$ cat config.mk
export PLATFORM = sky130hd
export DESIGN_NAME = neopixel_driver
export DESIGN_NICKNAME = d
export VERILOG_FILES = /design/src/rtl/neopixel_driver.sv
export SDC_FILE = /design/constraint.sdc
export NUM_CORES = 1
export LEC_CHECK = 0
export CAP_MARGIN = 20
export CORE_MARGIN = 4
export CORE_UTILIZATION = 38
export DETAILED_ROUTE_END_ITERATION = 7
export PLACE_DENSITY_LB_ADDON = 0.1
export SKIP_CTS_REPAIR_TIMING = 1
export SLEW_MARGIN = 5
export SYNTH_ARGS = -nofsm -noshare
export SYNTH_HDL_FRONTEND = slang
export SYNTH_SLANG_ARGS = --single-unit
$ cat constraint.sdc
create_clock -name clock -period 4 [get_ports clock]
set_input_delay 0.4 -clock clock [delete_from_list [all_inputs] [get_ports clock]]
set_output_delay 0.4 -clock clock [all_outputs]
set_load 0.02 [all_outputs]
$ cat src/rtl/neopixel_driver.sv
// neopixel_driver: WS2812 serialiser with a NUM_PIXELS x GRB colour store and producer handshakes
module neopixel_driver #(
    parameter int NUM_PIXELS = 5,
    parameter int T0H        = 18,
    parameter int T1H        = 35,
    parameter int BIT_PERIOD = 63,
    parameter int T_RESET    = 2500
) (
    input  logic       clock,
    input  logic       reset_L,
    input  logic [2:0] pixel_index,
    input  logic [1:0] color_index,
    input  logic [7:0] color_level,
    input  logic       load_color,
    input  logic       send_it,
    output logic       neo_data,
    output logic       ready_to_load,
    output logic       ready_to_send,
    output logic       begin_send,
    output logic       done_send,
    output logic       done_wait
);
    localparam int TW = $clog2(BIT_PERIOD);
    localparam int PW = (NUM_PIXELS > 1) ? $clog2(NUM_PIXELS) : 1;
    localparam int WW = $clog2(T_RESET);
    localparam logic [1:0] IDLE = 2'd0, SEND = 2'd1, WAIT = 2'd2;

    logic [1:0]    state_q, state_d;
    logic [TW-1:0] timer_q, timer_d;
    logic [4:0]    bit_q, bit_d;
    logic [PW-1:0] pix_q, pix_d;
    logic [WW-1:0] wait_q, wait_d;
    logic [7:0]    store_q [NUM_PIXELS][3];
    logic [7:0]    store_d [NUM_PIXELS][3];
    logic [7:0]    cur_byte;
    logic          bit_val, bit_end, last_bit, wr_en;

    always_comb begin
        // bit_q[4:3] picks G/R/B, bit_q[2:0] counts from the MSB down
        cur_byte = store_q[pix_q][bit_q[4:3]];
        bit_val  = cur_byte[~bit_q[2:0]];
        bit_end  = timer_q == TW'(BIT_PERIOD - 1);
        last_bit = bit_end && bit_q == 5'd23 && pix_q == PW'(NUM_PIXELS - 1);
        wr_en    = state_q == IDLE && load_color && int'(pixel_index) < NUM_PIXELS && color_index != 2'd3;
        store_d  = store_q;
        if (wr_en)
            store_d[pixel_index][color_index] = color_level;
        state_d = state_q;
        timer_d = timer_q;
        bit_d   = bit_q;
        pix_d   = pix_q;
        wait_d  = wait_q;
        if (state_q == IDLE && send_it) begin
            state_d = SEND;
            timer_d = '0;
            bit_d   = '0;
            pix_d   = '0;
        end
        if (state_q == SEND) begin
            timer_d = bit_end ? '0 : timer_q + 1'b1;
            bit_d   = !bit_end ? bit_q : (bit_q == 5'd23) ? 5'd0 : bit_q + 1'b1;
            pix_d   = (bit_end && bit_q == 5'd23) ? pix_q + 1'b1 : pix_q;
            if (last_bit) begin
                state_d = WAIT;
                wait_d  = '0;
                pix_d   = '0;
            end
        end
        if (state_q == WAIT) begin
            wait_d  = wait_q + 1'b1;
            state_d = done_wait ? IDLE : WAIT;
        end
    end

    always_ff @(posedge clock or negedge reset_L) begin
        if (!reset_L) begin
            state_q <= IDLE;
            timer_q <= '0;
            bit_q   <= '0;
            pix_q   <= '0;
            wait_q  <= '0;
            store_q <= '{default: '0};
        end else begin
            state_q <= state_d;
            timer_q <= timer_d;
            bit_q   <= bit_d;
            pix_q   <= pix_d;
            wait_q  <= wait_d;
            store_q <= store_d;
        end
    end

    assign neo_data      = state_q == SEND && timer_q < (bit_val ? TW'(T1H) : TW'(T0H));
    assign ready_to_load = state_q == IDLE;
    assign ready_to_send = state_q == IDLE;
    assign begin_send    = state_q == SEND && timer_q == '0 && bit_q == '0 && pix_q == '0;
    assign done_send     = state_q == SEND && last_bit;
    assign done_wait     = state_q == WAIT && wait_q == WW'(T_RESET - 1);
endmodule

==> flow_summary.json <==
{
  "ant_nets": 0,
  "synth.cell_area_um2": 7510,
  "die_x_um": 149,
  "area_delta_synth_final_pct": 17.7,
  "ys.flop_type": "dfrtp_1",
  "track_usage": 0.177,
  "max_freq_mhz": 250,
  "critPathBufInv": 2,
  "power_frac_clock": 0.500,
  "wl_per_cell_um": 19.7,
  "drt-initial-drc-count": 272,
  "yosysUniqueCellTypes": 69,
  "ys_top_cells_by_count": "dfrtp_1 (148), mux2_2 (121), mux2i_1 (46)",
  "p_comb_frac": 0.025,
  "htree_num_levels": 4,
  "gp_congestion": 0.802,
  "worstPathCellList": "or3b_4 > o221ai_2 > a21oi_1 > o311a_1 > o21a_1 > ha_1 > a211o_1 > nor4_4 > inv_1 > o22a_1 > o21ai_1 > buf_4",
  "end_kind": "output pin",
  "fin_util": 0.454,
  "grt_pass1_wl_um": 29900,
  "arrival_ns": 3.59,
  "synth_adder_area_share": 0.0217,
  "place.port_buffers": 22,
  "cp.required_ns": 3.60,
  "cts.clk_slew.worst_paths_ns": 0.06,
  "critPathKind": "flip-flop to output pin",
  "critPathLaunchType": "flip-flop",
  "row_count": 51,
  "die_h_um": 149,
  "synth.area.mux_share": 0.267,
  "setup_viol": 0,
  "cp_slowest_stage_delay_ns": 0.51,
  "grt_pass1_vias": 5129,
  "dr.pass1.iters": 5,
  "reg2reg_to": "store_q[82]$_DFFE_PN0P_",
  "synth_edf_count": 0,
  "post_dp_cell_area_um2": 8120,
  "antenna_found_initial": 0,
  "synth_compound_area_frac": 0.0808,
  "ys_ff_latch": 148,
  "start_util": 0.386,
  "yosysTopAreaCell": "dfrtp_1",
  "dp_cells": 898,
  "dieArea_um2": 22100,
  "synth_top_family_by_area": "multiplexers",
  "drt-total-wl_um": 18400,
  "crit_family": "compound AO/OA/AOI/OAI gates",
  "hold_viol": 0,
  "nets": 686,
  "worst-path-max-fanout": 8,
  "outcome": "finished, final reports clean",
  "fin_cells": 934,
  "synth-xor-area-share": 0.00816,
  "leakage_uw": 0.00434,
  "reg2regPathDepth": 6,
  "grt_max_degree": 112,
  "yosys.area_share.simple": 0.0965,
  "cp_slowest_cell": "or3b_4",
  "cts_buffer_depth": 2,
  "tightest_slew_ns": 1.04,
  "p_switching_uw": 721,
  "rrSetupSlack_ns": 1.22,
  "yosysMostFrequentCell": "dfrtp_1",
  "finalMaxSlewViolations": 0,
  "cts-root-buf": "clkbuf_16",
  "drc": 0,
  "fin_area_um2": 8840,
  "syn-mean-instance-area_um2": 12.2,
  "min_period_over_period": 0.999,
  "total_power_uw": 3160,
  "io_pins": 23,
  "syn_inst": 614,
  "core-area_um2": 19500,
  "num_antenna_cells": 0,
  "rsz0062_at_grt": "true",
  "intPower_uw": 2430,
  "pwr-share-seq": 0.474,
  "hp-class": "primary input to asynchronous set/reset pin",
  "cts.sinks": 148,
  "async_flop_share": 1.00,
  "maxCapViolations": 0,
  "vdd_drop_max_v": 0.000260,
  "fillerInstances": 1800,
  "synth.area.top_cells": "dfrtp_1 (49%), mux2_2 (18%), mux2i_1 (6.1%)",
  "syn_nets": 644,
  "cts_buffers": 17,
  "fin_crit_ns": 3.99,
  "p_sw_frac": 0.229,
  "viasPerCell": 5.33,
  "relSlewSlack": 0.299,
  "hpwl_um": 12600,
  "p_per_area_nw_per_um2": 357,
  "num_vias": 4980,
  "crit-reg2reg-launch": "state_q[0]$_DFF_PN0_",
  "ys_warn_count": 0,
  "drive_above_1_share": 0.330,
  "yosysTopAreaCellShare": 0.493,
  "overflow": 0,
  "cts_tree": "done",
  "ys_seq_area_frac": 0.493,
  "clk_latency_ns": 0.43,
  "fin_skew_ns": 0.00599
}
-- layout make-up --
type                            instances  area, µm²  area share
Clock buffer                           20        467      0.0528
Clock inverter                         12        119      0.0134
Inverter                               14       52.6     0.00594
Multi-Input combinational cell        419       3630       0.411
Sequential cell                       148       3710       0.419
Tap cell                              265        332      0.0375
Timing Repair Buffer                   56        534      0.0604
-- power groups by stage --
stage                     sequential, µW  combinational [µW]  clock (µW)
after floorplan                     1520                12.1           0
after global placement              1520                77.5           0
after detailed placement            1520                79.2           0
after CTS                           1500                79.4        1620
after global routing                1500                90.1        1680
final                               1500                80.1        1580
-- per-stage QoR --
stage	worst slack, ns	hold slack [ns]	setup TNS, ns
2_1_floorplan	0.628	0.104	0
3_3_place_gp	-0.323	0.481	-0.323
3_5_place_dp	-0.358	0.487	-0.358
4_1_cts	-0.836	0.174	-0.836
5_1_grt	-0.152	0.446	-0.152
6_report	0.00545	0.430	0
-- state kept, by name, indices dropped and copies added (netlist names) --
name and flops:
state_q 2, timer_q 6, store_q 120, wait_q 12, bit_q 5, pix_q 3
-- placed cells by master (no fill, tap or decap), drive strengths merged, types with 5 or more instances in the layout --
cell           count
inv               19
clkdlybuf4s50     20
dfrtp            148
o22ai              6
xnor2              6
and3               5
nor2              24
nor3b              8
nor3               8
mux2             121
a21oi             10
mux4               8
nand3             12
ha                13
a221oi             8
mux2i             46
nand2             44
o21ai             37
clkbuf            20
nor4               7
buf               35
-- cell families after synthesis --
kind of cell	after synthesis
AOI/OAI and AO/OA	90
xor gates and xnor gates	7
adders and majority gates	13
buffers and inverters	47
DFF	148
muxes	175
and+or+nand+nor	134
-- per-layer routing --
metal / vias to the layer above / part of all wire / global-route usage
li1: 2355 / - / -
met1: 2536 / 0.50 / 0.262
met2: 72 / 0.45 / 0.261
met3: 17 / 0.032 / 0.0369
met4: 0 / 0.014 / 0.0527
met5: - / 0 / 0
-- worst reg2reg max path, stage by stage (launching register included) --
cell	delay, ns
dfrtp_1	0.38
inv_1	0.10
ha_1	0.38
nand2_1	0.21
nor3b_1	0.63
nand2_1	0.55
mux2_2	0.42
-- how the worst max path moves through the flow --
stage,cells past startpoint,endpoint,startpoint
final,12,neo_data,pix_q[2]$_DFFE_PN0P_
after global routing,14,neo_data,pix_q[0]$_DFFE_PN0P_
after CTS,13,neo_data,bit_q[3]$_DFFE_PN0P_
after detailed placement,13,neo_data,bit_q[3]$_DFFE_PN0P_
after global placement,13,neo_data,bit_q[3]$_DFFE_PN0P_
after floorplan,12,neo_data,bit_q[3]$_DFFE_PN0P_
(Power assumes the default switching activity.)
